--- config.mk ---
export PLATFORM = sky130hd
export DESIGN_NAME = dispense_scheduler
export DESIGN_NICKNAME = d
export VERILOG_FILES = /design/src/rtl/dispense_scheduler.sv
export SDC_FILE = /design/constraint.sdc
export NUM_CORES = 1
export LEC_CHECK = 0
export CORE_MARGIN = 4
export CORE_UTILIZATION = 50
export DETAILED_ROUTE_END_ITERATION = 8
export GPL_TIMING_DRIVEN = 0
export PLACE_DENSITY = 0.71
export SLEW_MARGIN = 40
export SYNTH_ARGS = -nofsm -noshare
export SYNTH_HDL_FRONTEND = slang
export SYNTH_SLANG_ARGS = --single-unit
--- constraint.sdc ---
create_clock -name clk -period 3.17 [get_ports clk]
set_input_delay 0.317 -clock clk [delete_from_list [all_inputs] [get_ports clk]]
set_output_delay 0.317 -clock clk [all_outputs]
set_load 0.01 [all_outputs]
--- src/rtl/dispense_scheduler.sv ---
// rtl/dispense_scheduler.sv - round-robin scheduler sharing one dispense motor across vending lanes
// Optional DISPENSE_SCHEDULER_STATS_EN adds the totalVends output counter.
module dispense_scheduler #(
  parameter int NUM_LANES    = 4,
  parameter int MOTOR_CYCLES = 20,
  parameter int GAP_CYCLES   = 5,
  parameter int PEND_W       = 3
) (
  input  logic                         clk,
  input  logic                         reset_n,
  input  logic [NUM_LANES-1:0]         dispenseReq,
  input  logic [NUM_LANES-1:0]         laneEnable,
  output logic                         motorOn,
  output logic [$clog2(NUM_LANES)-1:0] motorSel,
  output logic                         vendDone,
  output logic                         pendingAny,
  output logic [NUM_LANES-1:0]         overflow
`ifdef DISPENSE_SCHEDULER_STATS_EN
  ,
  output logic [15:0]                  totalVends
`endif
);

  localparam int SEL_W   = $clog2(NUM_LANES);
  localparam int TMR_MAX = (MOTOR_CYCLES > GAP_CYCLES) ? MOTOR_CYCLES : GAP_CYCLES;
  localparam int TMR_W   = $clog2(TMR_MAX + 1);
  localparam logic [PEND_W-1:0] PEND_MAX   = '1;
  localparam logic [TMR_W-1:0]  MOTOR_LOAD = TMR_W'(MOTOR_CYCLES - 1);
  localparam logic [TMR_W-1:0]  GAP_LOAD   = TMR_W'(GAP_CYCLES - 1);

  typedef enum logic [1:0] {IDLE, SPIN, GAP} state_t;

  state_t               state, state_nxt;
  logic [TMR_W-1:0]     timer, timer_nxt;
  logic [SEL_W-1:0]     last_grant, grant_lane, sel_nxt;
  logic                 grant_ok, do_grant, motor_nxt, done_nxt, any_nxt;
  logic [NUM_LANES-1:0] prev_req, req_det, eligible, dec, ovf_nxt;
  logic [PEND_W-1:0]    pending  [NUM_LANES];
  logic [PEND_W-1:0]    pend_nxt [NUM_LANES];
  logic [SEL_W-1:0]     cand;
  int                   idx;

  assign req_det = dispenseReq & ~prev_req;

  always_comb begin
    for (int i = 0; i < NUM_LANES; i++) begin
      eligible[i] = (pending[i] != '0) && laneEnable[i];
    end
  end

  // Search starts one past the last grant so every enabled lane gets a turn.
  always_comb begin
    grant_ok   = 1'b0;
    grant_lane = '0;
    idx        = 0;
    cand       = '0;
    for (int off = 0; off < NUM_LANES; off++) begin
      idx  = (int'(last_grant) + 1 + off) % NUM_LANES;
      cand = SEL_W'(idx);
      if (!grant_ok && eligible[cand]) begin
        grant_ok   = 1'b1;
        grant_lane = cand;
      end
    end
  end

  always_comb begin
    state_nxt = state;
    timer_nxt = timer;
    motor_nxt = motorOn;
    sel_nxt   = motorSel;
    done_nxt  = 1'b0;
    do_grant  = 1'b0;
    case (state)
      IDLE: do_grant = grant_ok;
      SPIN: begin
        if (timer == '0) begin
          motor_nxt = 1'b0;
          done_nxt  = 1'b1;
          if (GAP_CYCLES == 0) begin
            state_nxt = IDLE;
          end else begin
            state_nxt = GAP;
            timer_nxt = GAP_LOAD;
          end
        end else begin
          timer_nxt = timer - TMR_W'(1);
        end
      end
      GAP: begin
        // The last cooldown cycle arbitrates directly, so the motor is off exactly GAP_CYCLES cycles.
        if (timer == '0) begin
          state_nxt = IDLE;
          do_grant  = grant_ok;
        end else begin
          timer_nxt = timer - TMR_W'(1);
        end
      end
      default: state_nxt = IDLE;
    endcase
    if (do_grant) begin
      state_nxt = SPIN;
      motor_nxt = 1'b1;
      sel_nxt   = grant_lane;
      timer_nxt = MOTOR_LOAD;
    end
  end

  // A request and a grant on the same lane in one cycle cancel out.
  always_comb begin
    any_nxt = 1'b0;
    for (int i = 0; i < NUM_LANES; i++) begin
      dec[i]      = do_grant && (grant_lane == SEL_W'(i));
      pend_nxt[i] = pending[i];
      ovf_nxt[i]  = overflow[i];
      if (req_det[i] && !dec[i]) begin
        if (pending[i] == PEND_MAX) begin
          ovf_nxt[i] = 1'b1;
        end else begin
          pend_nxt[i] = pending[i] + PEND_W'(1);
        end
      end else if (!req_det[i] && dec[i]) begin
        pend_nxt[i] = pending[i] - PEND_W'(1);
      end
      any_nxt = any_nxt | (pend_nxt[i] != '0);
    end
  end

  always_ff @(posedge clk) begin
    if (!reset_n) begin
      state      <= IDLE;
      timer      <= '0;
      motorOn    <= 1'b0;
      motorSel   <= '0;
      vendDone   <= 1'b0;
      pendingAny <= 1'b0;
      overflow   <= '0;
      prev_req   <= '0;
      last_grant <= SEL_W'(NUM_LANES - 1);
      for (int i = 0; i < NUM_LANES; i++) begin
        pending[i] <= '0;
      end
    end else begin
      state      <= state_nxt;
      timer      <= timer_nxt;
      motorOn    <= motor_nxt;
      motorSel   <= sel_nxt;
      vendDone   <= done_nxt;
      pendingAny <= any_nxt;
      overflow   <= ovf_nxt;
      prev_req   <= dispenseReq;
      if (do_grant) begin
        last_grant <= grant_lane;
      end
      for (int i = 0; i < NUM_LANES; i++) begin
        pending[i] <= pend_nxt[i];
      end
    end
  end

`ifdef DISPENSE_SCHEDULER_STATS_EN
  always_ff @(posedge clk) begin
    if (!reset_n) begin
      totalVends <= '0;
    end else if (done_nxt) begin
      totalVends <= totalVends + 16'd1;
    end
  end
`endif

endmodule
# Word level (Yosys, flattened, before mapping)
# Memories as Yosys holds them, arrays and structs flattened.
# Cells that the tools add are included.
# Widths: inputs -> output; s select.
[op_classes] magnitude_cmp=4 eq_ne=16 n_mux=48 bitwise_logic=11 n_addsub=13 reduce_logical=56
[op_table] operator="$mux 3" n=16
[op_table] operator="$reduce_bool 3->1" n=9
[op_table] operator="$logic_and 1x1->1" n=19
[op_table] operator="$mux 1" n=16
[op_table] operator="$reduce_and 2->1" n=8
[op_table] operator="$mux 5" n=3
[op_table] operator="$add 3x1->3 const B" n=4
[op_table] operator="$eq 3x3->1 const B" n=4
[op_table] operator="$lt 2x3->1 const B" n=4
[op_table] operator="$mux 2" n=6
[op_table] operator="$sub 3x1->3 const B" n=4
[op_table] operator="$logic_not 1->1" n=11
[op_table] operator="$pmux 5 s2" n=1
[op_table] operator="$ne 3x3->1 const B" n=3
[op_table] operator="$bmux 1 s2" n=4
[op_table] operator="$ne 2x2->1 const B" n=4
[op_table] operator="$or 1x1->1" n=7
[op_table] operator="$add 2x2->2 const B" n=3
[op_table] operator="$eq 2x2->1 const B" n=3
[op_table] operator="$pmux 2 s3" n=1
[op_table] operator="$reduce_and 3->1" n=2
[op_table] operator="$reduce_bool 2->1" n=3
[op_table] operator="$logic_not 5->1" n=1
[op_table] operator="$sub 5x1->5 const B" n=1
[op_table] operator="8 further kinds" n=11
[word_totals] n_memories=1 elab_cells=163 register_bits=22 mem_bits_rw=12
[memory_table] name="pending" depth=4 word_bits=3 read_ports=4 rd_clocked_by_memory_dff=0 wr=4 line="38" rtl="logic [PEND_W-1:0] pending [NUM_LANES];"

# Longest topological paths before layout
# An unclocked memory read counts as a cell.
[logic_depth] word_depth=25 mapped_depth=11 mapped_depth_nobuf=10

# Worst setup path before layout
# No wires, ideal clock.
[synth_path] path_type="reg2reg" from="register timer[0]" to="register pendingAny" setup_slack_ps=408 t_arrival_ps=2622 setup_time_ps=140 period_less_slack_ps=2762 path_buffers=1 stages_incl_launch_ff=12 path_cell_list="dfxtp_1 -> inv_1 -> ha_1 -> or4b_1 -> buf_2 -> and2_4 -> or3_4 -> nor3_4 -> mux2i_1 -> xnor2_1 -> a2111oi_2 -> a41oi_1"
[synth_via] elab_chain_len=11 elab_cells_between_ends=34 classes_between="10 x mux; 3 x bitwise; 21 x reduce/logical"
[synth_lines] item="from (decl)" line="34" rtl="logic [TMR_W-1:0] timer, timer_nxt;"
[synth_lines] item="from (signal assigned)" line="145" rtl="timer <= timer_nxt;"
[synth_lines] item="$logic_not 5->1 (*)" line="92" rtl="if (timer == '0) begin"
[synth_lines] item="$mux 1 (*)" line="92"
[synth_lines] item="$pmux 1 s2 (*)" line="74" rtl="case (state)"
[synth_lines] item="$logic_and 1x1->1" line="113" rtl="dec[i] = do_grant && (grant_lane == SEL_W'(i));"
[synth_lines] item="$logic_and 1x1->1 or $logic_not 1->1 (tied branches)" line="122, 116"
[synth_lines] item="$mux 3 or $logic_and 1x1->1 (tied branches)" line="122, 116"
[synth_lines] item="$mux 3" line="116" rtl="if (req_det[i] && !dec[i]) begin"
[synth_lines] item="$reduce_bool 3->1" line="125" rtl="any_nxt = any_nxt | (pend_nxt[i] != '0);"
[synth_lines] item="$or 1x1->1 (2 in series)" line="125"
[synth_lines] item="$or 1x1->1 (*)" line="125"
[synth_lines] item="to (signal assigned)" line="149" rtl="pendingAny <= any_nxt;"
[synth_lines] item="to (decl)" line="16" rtl="output logic pendingAny,"
# Every way passes the cells marked *; elsewhere a longest branch is shown, timed or not.
# A chain may end at the register's enable or synchronous reset.

# Final worst setup path
# Ends and elaborated chain as after synthesis.

==> flow_metrics.env <==
export IMPL_status="complete, no violations"
export IMPL_drt_total_wl_um=4770
export IMPL_holdCritPathClass="flop to flop"
export IMPL_synth_ff_type="dfxtp_1"
export IMPL_clk_pin_slew_ps=80
export IMPL_grt_pass1_wl_um=8010
export IMPL_fp_dieW_um=72.9
export IMPL_tightest_slew_ps=565
export IMPL_fin_cells=344
export IMPL_fillers=381
export IMPL_rsz0062_at_grt="yes"
export IMPL_wire_per_inst_um=13.9
export IMPL_max_stage_delay_ps=450
export IMPL_cts_sink_count=34
export IMPL_synthesis_area_mm2=0.00211
export IMPL_cts_root_buf="clkbuf_8"
export IMPL_cts_htree_levels=2
export IMPL_holdBufCountCts=0
export IMPL_cts_made_buffers=5
export IMPL_cp_max_fo=6
export IMPL_drtPass1Iterations=4
export IMPL_core_region_area_mm2=0.00403
export IMPL_initial_core_util_pct=52.3
export IMPL_synth_edff_count=0
export IMPL_ys_types=57
export IMPL_cp_top_family="simple AND/OR/NAND/NOR gates"
export IMPL_fmax_mhz=326
export IMPL_cp_end_kind="flop"
export IMPL_drc=0
export IMPL_drt_vias_per_instance=5.58
export IMPL_rows=23
export IMPL_post_route_min_period_ps=3070
export IMPL_antenna_found_initial=0
export IMPL_r2r_start="timer[0]"
export IMPL_async_reset_ff_share_pct=0
export IMPL_min_from="motorSel[1]"
export IMPL_port_buffers=18
export IMPL_slew_headroom_pct=62.3
export IMPL_synth_seq_cells=34
export IMPL_place_hpwl_um=3360
export IMPL_peakVddDrop_mv=0.417
export IMPL_required_ps=3380
export IMPL_path_class="flop to flop"
export IMPL_maxCapViolCount=0
export IMPL_finalSetupViolCount=0
export IMPL_vias=1921
export IMPL_yosys_warnings=0
export IMPL_crit_chain="inv_4, ha_4, or4b_4, buf_6, and2_4, or3_4, nor3_4, buf_4, mux2_1, o2111ai_1, a211oi_2, a41oi_1"
export IMPL_finalInstanceArea_mm2=0.00257
export IMPL_grt_max_degree=12
export IMPL_startpoint="timer[0]"
export IMPL_grt_usage_pct=19.2
export IMPL_crit_slowest_cell="or4b_4"
export IMPL_gr_total_overflow=0
export IMPL_drive_gt1_share_pct=11.9
export IMPL_cts_tree="done"
export IMPL_netlist_instances=260
export IMPL_insertion_delay_ps=290
export IMPL_die_h_um=72.9
export IMPL_powerDensity_mw_per_mm2=1020
export IMPL_cp_start_kind="flop"
export IMPL_hold_violations=0
export IMPL_fin_nets=316
export IMPL_synth_nets=283
export IMPL_skew_ps=8.99
export IMPL_diodes=0
export IMPL_grt_pass1_vias=1827
export IMPL_fin_crit_sh_pct=96.9
export IMPL_pin_count=19
export IMPL_ys_seq_area_share_pct=32.3
export IMPL_leakage_nw=1.04
export IMPL_drv_slew=0
export IMPL_detail_route_antenna_nets=0
export IMPL_dp_cells=328
export IMPL_drt_initial_drc_count=100
export IMPL_cts_buffer_depth=2
export IMPL_critPathBufInv=3
export IMPL_routabilityCongestion=0.806
export IMPL_crit_arrival_ps=3280
export IMPL_syn_to_final_growth_pct=21.9
export IMPL_syn_avg_cell_area_um2=8.10
export IMPL_fp_dieArea_mm2=0.00531
export IMPL_placed_cell_area_mm2=0.00235
[sequential cells by signal (all words and copies together), names as in the netlist]
register / count
vendDone: 1
prev_req: 4
overflow: 4
timer: 5
last_grant: 2
motorOn: 1
pending: 12
pendingAny: 1
state: 2
motorSel: 2
[kinds of logic (layout without fill, tap and decap cells)]
group | count (synthesis) | after routing | share of synthesized area (%)
AOI/OAI and AO/OA | 63 | 63 | 22.3
xor gates and xnor gates | 6 | 6 | 2.50
adders and majority gates | 13 | 13 | 7.72
buffers and inverters | 21 | 55 | 3.80
DFF | 34 | 34 | 32.3
muxes | 5 | 5 | 2.44
and+or+nand+nor | 118 | 118 | 28.9
[Yosys cell counts (all sizes together), types with 5 or more instances]
library cell	count	share of area, %
nand3	5	1.2
nor2b	7	2.1
nand2	28	5.0
nor3	11	3.7
and2	10	3.2
ha	13	7.7
o21ai	12	2.9
nor2	32	5.7
a21oi	12	2.9
dfxtp	34	32
inv	14	2.5
clkbuf	5	0.89
nand2b	12	3.6
a211oi	5	1.8
[final timing paths]
| check | endpoint | slack, ps | depth (start not counted) |
|---|---|---|---|
| worst min register to register | motorSel[1] | 460 | 2 |
| worst max-delay path | pendingAny | 100 | 12 |
| worst min-delay path | motorSel[1] | 460 | 2 |
| worst max register to register | pendingAny | 100 | 12 |
[per-layer routing]
| metal | wire (um) | up-vias | GRT usage [%] |
|---|---|---|---|
| met5 | 0 | - | 0 |
| met4 | 83 | 0 | 7.38 |
| met3 | 181 | 6 | 3.86 |
| met2 | 2310 | 32 | 32.7 |
| met1 | 2190 | 889 | 23.9 |
| li1 | - | 994 | - |
[power by group]
part	internal [mW]	switching (mW)	leakage, nW
registers	0.562	0.131	0.281
clock network	0.232	0.173	0.0579
logic	0.691	0.821	0.702
[repair_timing]
item	4_1_cts	5_1_grt
endpoints found under the setup margin	0	1
resized for setup	0	16
buffers inserted	0	8
[tightest hold or removal path: cells and delay by family, from the launching register on]
kind            cells  cell delay, ps
flops               1             320
compound gates      1              50
simple gates        1              50
[placed cells by master, fill, tap and decap left out, types with 3 or more instances in the layout]
master and n:
nor2_1 32, dfxtp_1 32, nand2_1 28, clkdlybuf4s50_1 18
inv_1 12, nand2b_1 12, a21oi_1 12, ha_1 12
o21ai_0 11, nor3_1 9, and2_1 8, buf_4 8
nor2b_1 7, clkbuf_1 5, nand3_1 5, clkbuf_8 5
a211oi_1 4, xnor2_1 4, and3_1 4, a21o_1 3
mux2i_1 3
[layout make-up]
class	instances	area, um^2	share of cell area, %
Clock buffer	5	68.8	2.68
Clock inverter	3	40.0	1.56
Tap cell	50	62.6	2.44
Multi-Input combinational cell	205	1380	53.6
Sequential cell	34	688	26.8
Buffer	6	30.0	1.17
Timing Repair Buffer	26	240	9.36
Inverter	15	61.3	2.39
[metrics by stage]
step / util [%] / power (mW) / TNS, ps / setup WS [ps] / hold slack [ps]
finish: 63.7 / 2.61 / 0 / 97.9 / 459
global route: 63.7 / 2.85 / -23.7 / -23.7 / 476
CTS: 61.0 / 2.46 / 0 / 73.9 / 463
detailed placement: 58.3 / 2.05 / 0 / 95.5 / 453
global placement: 58.3 / 2.03 / 0 / 129 / 451
floorplan: - / 1.75 / 0 / 408 / 439
No activity file was read; power rests on OpenSTA's default activity.
